`src/rtl/serial_bit_adder.sv`:
```
// serial_bit_adder
//   Bit-serial unsigned adder. Two WIDTH-bit operands are latched on a start
//   pulse and summed LSB-first, one bit per clock, through a half-adder pair
//   with a registered carry. The result is presented with a one-cycle done
//   pulse and held until the next operation completes.
//
//   Optional feature macro: SERIAL_BIT_ADDER_OVF_EN adds the ovf output
//   (two's-complement overflow of the addition).
//
// Parameters
//   WIDTH  operand and sum width in bits (2..32), default 8
//
// Ports
//   clk    in   rising-edge clock
//   rst    in   asynchronous active-high reset
//   start  in   load request, honoured only in IDLE
//   a, b   in   operands, sampled with start
//   busy   out  high while the serial addition is running
//   done   out  one-cycle pulse when sum/cout are updated
//   sum    out  result, held between operations
//   cout   out  carry out of the MSB, held with sum
//   ovf    out  signed overflow, held with sum (SERIAL_BIT_ADDER_OVF_EN only)

module serial_bit_adder #(
  parameter int unsigned WIDTH = 8
) (
  input  logic             clk,
  input  logic             rst,
  input  logic             start,
  input  logic [WIDTH-1:0] a,
  input  logic [WIDTH-1:0] b,
  output logic             busy,
  output logic             done,
  output logic [WIDTH-1:0] sum,
  output logic             cout
`ifdef SERIAL_BIT_ADDER_OVF_EN
  ,
  output logic             ovf
`endif
);

  localparam int unsigned CW = (WIDTH > 1) ? $clog2(WIDTH) : 1;

  typedef enum logic [1:0] {
    IDLE,
    RUN,
    DONE
  } state_t;

  state_t           state;
  logic [WIDTH-1:0] a_sr;
  logic [WIDTH-1:0] b_sr;
  // Only WIDTH-1 bits are stored; the final bit goes straight into sum.
  logic [WIDTH-2:0] sum_sr;
  logic [CW-1:0]    cnt;
  logic             carry;

  // Half-adder pair: first cell adds the operand bits, second adds the carry.
  logic ha0_s, ha0_c, ha1_s, ha1_c;
  logic bit_s, carry_next;
  logic [WIDTH-1:0] sum_next;

  always_comb begin
    ha0_s      = a_sr[0] ^ b_sr[0];
    ha0_c      = a_sr[0] & b_sr[0];
    ha1_s      = ha0_s ^ carry;
    ha1_c      = ha0_s & carry;
    bit_s      = ha1_s;
    carry_next = ha0_c | ha1_c;
    sum_next   = {bit_s, sum_sr};
  end

  always_ff @(posedge clk or posedge rst) begin
    if (rst) begin
      state  <= IDLE;
      a_sr   <= '0;
      b_sr   <= '0;
      sum_sr <= '0;
      cnt    <= '0;
      carry  <= 1'b0;
      busy   <= 1'b0;
      done   <= 1'b0;
      sum    <= '0;
      cout   <= 1'b0;
`ifdef SERIAL_BIT_ADDER_OVF_EN
      ovf    <= 1'b0;
`endif
    end else begin
      case (state)
        IDLE: begin
          done <= 1'b0;
          if (start) begin
            a_sr  <= a;
            b_sr  <= b;
            carry <= 1'b0;
            cnt   <= '0;
            busy  <= 1'b1;
            state <= RUN;
          end
        end
        RUN: begin
          a_sr   <= a_sr >> 1;
          b_sr   <= b_sr >> 1;
          sum_sr <= sum_next[WIDTH-1:1];
          carry  <= carry_next;
          cnt    <= cnt + CW'(1);
          if (cnt == CW'(WIDTH - 1)) begin
            sum   <= sum_next;
            cout  <= carry_next;
`ifdef SERIAL_BIT_ADDER_OVF_EN
            // carry here is the carry into the MSB position
            ovf   <= carry ^ carry_next;
`endif
            busy  <= 1'b0;
            done  <= 1'b1;
            state <= DONE;
          end
        end
        DONE: begin
          done  <= 1'b0;
          state <= IDLE;
        end
        default: begin
          busy  <= 1'b0;
          done  <= 1'b0;
          state <= IDLE;
        end
      endcase
    end
  end

endmodule

```
`config.mk`:
```
export PLATFORM = sky130hd
export DESIGN_NAME = serial_bit_adder
export DESIGN_NICKNAME = d
export VERILOG_FILES = /design/src/rtl/serial_bit_adder.sv
export SDC_FILE = /design/constraint.sdc
export NUM_CORES = 1
export LEC_CHECK = 0
export CORE_MARGIN = 1.5
export CORE_UTILIZATION = 40
export CTS_CLUSTER_DIAMETER = 80
export DETAILED_ROUTE_END_ITERATION = 12
export HOLD_SLACK_MARGIN = 0.12
export PLACE_DENSITY = 0.65
export SYNTH_ARGS = -nofsm -noshare
export SYNTH_HDL_FRONTEND = slang
export SYNTH_SLANG_ARGS = --single-unit
```
`constraint.sdc`:
```
create_clock -name clk -period 3 [get_ports clk]
set_input_delay 0.6 -clock clk [delete_from_list [all_inputs] [get_ports clk]]
set_output_delay 0.6 -clock clk [all_outputs]
set_load 0.03 [all_outputs]
```
==> results.py, run 1 <==
metrics = {
    "placement": {
        "place_ws_ns": 0.767,
        "finalWeightedCongestion": 0.831,
        "io_buffers": 29,
        "dpl_cell_area_um2": 2100,
        "post-dp-hpwl_um": 2290,
    },
    "cells_and_area": {
        "multiInputGateArea_um2": 683,
        "drive_above_1_share_pct": 15.2,
        "syn_to_final_growth_pct": 22.4,
        "register_area_um2": 1000,
        "fillers": 380,
        "nets": 205,
        "design_area_um2": 2200,
        "n_antenna_cell": 0,
        "fin_util_pct": 50.5,
    },
    "clock_tree": {
        "htreeDepth": 2,
        "cts_buffers": 5,
        "ctsResizeCount": 0,
        "clockBufferDepth": 2,
        "post_cts_buffers": 0,
        "tritoncts": "done",
        "clock_latency_ns": 0.30,
        "cts_hold_buf": 0,
        "clkTransAtPathRegs_ns": 0.08,
        "clk_root_buffer_cell": "clkbuf_8",
        "clock-sinks": 40,
    },
    "yosys": {
        "ys.flop_type": "dfrtp_1",
        "synth_cells": 155,
        "syn-cell-area_um2": 1800,
        "async_flop_share_pct": 100,
        "ys_seq_elements": 40,
        "syn_avg_cell_area_um2": 11.6,
        "syn-num-nets": 177,
        "yosysSeqAreaShare_pct": 55.7,
        "ys_types": 24,
        "ys_warn_count": 0,
        "synth_edf_count": 0,
    },
    "sta": {
        "fin_skew_ns": 0.00946,
        "finalSetupTns_ns": 0,
        "tightest_slew_ns": 0.610,
        "max_slew_margin_pct": 59.3,
        "setup_viol": 0,
        "fmax_mhz": 513,
        "finalCritPeriodShare_pct": 64.9,
        "min_period_ns": 1.95,
        "fin_ws_ns": 1.05,
        "drv_slew": 0,
        "hold_violations": 0,
        "grt_setup_unrepaired": "no",
    },
    "worst_setup_path": {
        "cpMaxStageDelayCell": "clkdlybuf4s50_1",
        "slowest_delay_ns": 0.67,
        "cp-end-kind": "primary output",
        "cp_max_fo": 2,
        "path_delay_family": "buffers and inverters",
        "cp_num_buf_inv": 1,
        "critPathLaunchType": "flip-flop",
        "cp.required_ns": 2.40,
        "crit_arrival_ns": 1.35,
        "ff2ff_path_depth": 3,
        "crit_cells": 1,
        "path_class": "flip-flop to primary output",
        "path_cells": "clkdlybuf4s50_1",
    },
    "drt": {
        "wl_per_cell_um": 13.9,
        "avgViaCountPerCell": 5.14,
        "wl_um": 3280,
        "vias": 1214,
        "drt-initial-drc-count": 41,
        "ant_nets": 0,
        "drt-pass1-iter-count": 4,
        "drc": 0,
    },
    "floorplanning": {
        "die_h_um": 70.0,
        "fp-row-count": 24,
        "coreArea_um2": 4350,
        "pin_count": 30,
        "initial_utilization_pct": 41.3,
        "die_area_um2": 4910,
        "die_w_um": 70.0,
    },
    "power": {
        "report.power.total_mw": 2.32,
        "p_leak_nw": 1.02,
        "vdd_drop_max_v": 0.000394,
        "power_per_cell_area_nw_per_um2": 1060,
    },
    "grt": {
        "grt_first_pass_wirelength_um": 5620,
        "grt.total_usage_pct": 14.6,
        "first_global_vias": 1198,
        "grt_overflow_total": 0,
        "grt_max_degree": 41,
        "antenna_found_initial": 0,
    },
    "worst_hold_path": {
        "hold_class": "flip-flop to flip-flop",
        "min_path_cells": 2,
    },
    "run_status": {
        "status": "finished, final reports clean",
    },
    "flow_run": {
        "max_cap_violations": 0,
    },
}
[cells in the final DEF, fill, tap and decap left out]
cell type	instances
o221a_2	5
nor2_1	13
a32oi_1	9
o21ai_0	2
nand2_1	22
a21oi_1	1
ha_1	2
dfrtp_1	40
o21a_1	9
buf_4	2
nor2b_4	1
clkinvlp_4	2
a22o_1	5
mux2_4	9
o2bb2ai_1	1
nor2_2	2
fa_1	1
nand2_4	1
clkbuf_8	6
inv_1	13
nand2b_1	3
nand3b_1	5
o21bai_1	1
clkdlybuf4s50_1	29
[layout make-up]
type                    count  area share [%]
clock inverters             2           0.682
well taps                  52            2.96
clock buffers               6            3.75
inverters                  13            2.22
repair buffers             31            13.9
flip-flops and latches     40            45.5
multi-input cells          92            31.0
[final timing paths]
kind | slack, ns | end | startpoint
worst max-delay path | 1.05 | cout | cout$_DFFE_PP0P_
worst min-delay path | 0.49 | sum_sr[0]$_DFFE_PP0P_ | sum_sr[0]$_DFFE_PP0P_
worst max register to register | 1.27 | sum[1]$_DFFE_PP0P_ | state[0]$_DFFE_PP0P_
worst min register to register | 0.49 | sum_sr[0]$_DFFE_PP0P_ | sum_sr[0]$_DFFE_PP0P_
max in group asynchronous | 1.91 | state[0]$_DFFE_PP0P_ | rst
min in group asynchronous | 0.73 | sum[4]$_DFFE_PP0P_ | rst
[kinds of logic after synthesis]
logic type | Yosys count | share of synthesized area [%]
flip-flops | 40 | 55.7
adder cells (fa/ha/maj) | 3 | 2.51
AND/OR/NAND/NOR | 47 | 12.5
AO/OA/AOI/OAI | 33 | 15.4
buffers and inverters | 23 | 6.33
multiplexers | 9 | 7.52
[cells in the mapped netlist, types with 3 or more instances]
cell type   n  area [µm²]
o21a_1      9        67.6
nand2b_1    3        18.8
a22o_1      5        43.8
nor2_1     13        48.8
nand2_1    22        82.6
buf_2       4        20.0
o221a_2     5        56.3
nand3b_1    5        37.5
inv_1      13        48.8
dfrtp_1    40        1000
mux2_4      9         135
a32oi_1     9        78.8
[power breakdown]
group	switching (mW)	total [mW]	internal (mW)
Sequential	0.182	0.974	0.792
Combinational	0.480	0.973	0.493
Clock	0.191	0.377	0.186
[state kept, by name, indices dropped and copies added, names as in the netlist]
name and count:
done 1, sum_sr 7, b_sr 8, cout 1
busy 1, carry 1, state 2, cnt 3
a_sr 8, sum 8
[per-layer routing]
metal  track usage (%)  vias to the layer above  wire length (µm)
met1              19.5                      594              1590
met3              3.90                        8               133
met5                 0                        -                 0
met4              6.41                        0                59
li1                  -                      583                 -
met2              22.3                       29              1500
[metrics by stage]
stage                     hold WS (ns)  instances
final                            0.492        236
after global routing             0.507        236
after CTS                        0.494        236
after detailed placement         0.474        228
after global placement           0.460        228
after floorplan                  0.445        155
No activity file was read; power rests on OpenSTA's default activity.
==> run 2, diff against run 1 <==
==> constraint.sdc (replaced) <==
create_clock -name clk -period 1.8 [get_ports clk]
set_input_delay 0.36 -clock clk [delete_from_list [all_inputs] [get_ports clk]]
set_output_delay 0.36 -clock clk [all_outputs]
set_load 0.03 [all_outputs]
==> run 2 against run 1 <==
Critical path depth did not move; worst setup slack got worse by 0.96 ns; clock-buffer cell count fell by 1; die area did not move; utilization rose by 0.49 points; sequential share of layout area fell by 0.44 points; critical endpoint unchanged; via count rose by 2.6%; clock power rose by 54%; power rose by 67%; non-clock buffer count rose by 5; first-iteration DRC count fell by 29%; combinational power rose by 78%.
==> results.py, run 2 (same netlist as run 1, synthesis figures left out) <==
metrics = {
    "sta": {
        "grt_setup_unrepaired": "no",
        "drv_slew": 0,
        "setup_viol": 0,
        "min_period_ns": 1.71,
        "finalSetupTns_ns": 0,
        "fin_ws_ns": 0.0893,
        "max_slew_margin_pct": 62.4,
        "tightest_slew_ns": 0.563,
        "fin_skew_ns": 0.00504,
        "fmax_mhz": 585,
        "finalCritPeriodShare_pct": 95.0,
        "hold_violations": 0,
    },
    "flow_run": {
        "max_cap_violations": 0,
    },
    "power": {
        "vdd_drop_max_v": 0.000643,
        "power_per_cell_area_nw_per_um2": 1750,
        "p_leak_nw": 1.05,
        "report.power.total_mw": 3.89,
    },
    "clock_tree": {
        "clock-sinks": 40,
        "ctsResizeCount": 0,
        "tritoncts": "done",
        "clk_root_buffer_cell": "clkbuf_8",
        "post_cts_buffers": 0,
        "cts_hold_buf": 0,
        "cts_buffers": 5,
        "clock_latency_ns": 0.29,
        "htreeDepth": 2,
        "clkTransAtPathRegs_ns": 0.08,
        "clockBufferDepth": 2,
    },
    "floorplanning": {
        "die_h_um": 70.0,
        "die_area_um2": 4910,
        "die_w_um": 70.0,
        "coreArea_um2": 4350,
        "fp-row-count": 24,
        "initial_utilization_pct": 41.3,
        "pin_count": 30,
    },
    "worst_setup_path": {
        "critPathLaunchType": "flip-flop",
        "cp_num_buf_inv": 1,
        "slowest_delay_ns": 0.68,
        "crit_arrival_ns": 1.35,
        "cp.required_ns": 1.44,
        "path_cells": "clkdlybuf4s50_1",
        "path_class": "flip-flop to primary output",
        "cpMaxStageDelayCell": "clkdlybuf4s50_1",
        "cp-end-kind": "primary output",
        "cp_max_fo": 2,
        "path_delay_family": "buffers and inverters",
    },
    "drt": {
        "ant_nets": 0,
        "drt-pass1-iter-count": 4,
        "drc": 0,
        "avgViaCountPerCell": 5.19,
        "wl_um": 3420,
        "vias": 1245,
        "wl_per_cell_um": 14.2,
        "drt-initial-drc-count": 29,
    },
    "grt": {
        "grt_max_degree": 41,
        "grt.total_usage_pct": 14.6,
        "first_global_vias": 1209,
        "grt_overflow_total": 0,
        "grt_first_pass_wirelength_um": 5720,
        "antenna_found_initial": 0,
    },
    "placement": {
        "io_buffers": 29,
        "finalWeightedCongestion": 0.780,
        "place_ws_ns": 0.00362,
        "post-dp-hpwl_um": 2300,
    },
    "cells_and_area": {
        "drive_above_1_share_pct": 17.0,
        "register_area_um2": 1000,
        "multiInputGateArea_um2": 683,
        "fillers": 370,
        "reg.largest.list": "a_sr x8, b_sr x8, sum x8",
        "mostFrequentLayoutCells": "dfrtp_1, clkdlybuf4s50_1, nand2_1, nor2_1, inv_1",
        "nets": 210,
        "final_common_cell": "dfrtp_1",
        "n_antenna_cell": 0,
        "fin_util_pct": 51.0,
        "syn_to_final_growth_pct": 23.6,
    },
    "run_status": {
        "status": "finished, final reports clean",
    },
    "worst_hold_path": {
        "hold_class": "flip-flop to flip-flop",
    },
}
-- run 2: cell count changes in the layout (fill, tap and decap cells not counted), sizes merged --
cell      previous run  this run
clkinv               0         1
buf                  2         7
clkinvlp             2         1
clkbuf               6         5
-- run 2: layer usage --
metal	wire length [µm]	track usage, %	up-vias
li1	-	-	596
met1	1590	18.9	615
met2	1650	24.0	29
met3	135	4.47	5
met4	44	3.85	0
met5	0	0	-
-- run 2: final timing paths --
| kind | cells past startpoint | startpoint | end | slack, ns |
|---|---|---|---|---|
| min reg2reg | 2 | sum_sr[0]$_DFFE_PP0P_ | sum_sr[0]$_DFFE_PP0P_ | 0.49 |
| max reg2reg | 3 | state[1]$_DFFE_PP0P_ | sum[0]$_DFFE_PP0P_ | 0.25 |
| max in group asynchronous | 3 | rst | a_sr[6]$_DFFE_PP0P_ | 0.96 |
| max | 1 | cout$_DFFE_PP0P_ | cout | 0.09 |
| min in group asynchronous | 3 | rst | sum_sr[5]$_DFFE_PP0P_ | 0.50 |
| min | 2 | sum_sr[0]$_DFFE_PP0P_ | sum_sr[0]$_DFFE_PP0P_ | 0.49 |
-- run 2: power by group --
part | switching, mW | leakage (nW) | internal (mW)
Clock | 0.317 | 0.0400 | 0.263
Sequential | 0.262 | 0.479 | 1.32
Combinational | 0.862 | 0.527 | 0.868
Total | 1.44 | 1.05 | 2.45
-- run 2: stage by stage --
step,instance area (µm²),hold slack (ns),std cells
2_1_floorplan,1800,0.445,155
5_1_grt,2220,0.513,240
3_5_place_dp,2140,0.480,233
4_1_cts,2220,0.496,240
6_report,2220,0.489,240
3_3_place_gp,2140,0.459,233
-- run 2: final cells by class --
type / count / area share, %
inverter: 13 / 2.20
clock inverter: 2 / 0.563
multi-input combinational: 92 / 30.7
sequential: 40 / 45.0
tap: 52 / 2.93
timing repair buffer: 36 / 15.4
clock buffer: 5 / 3.10
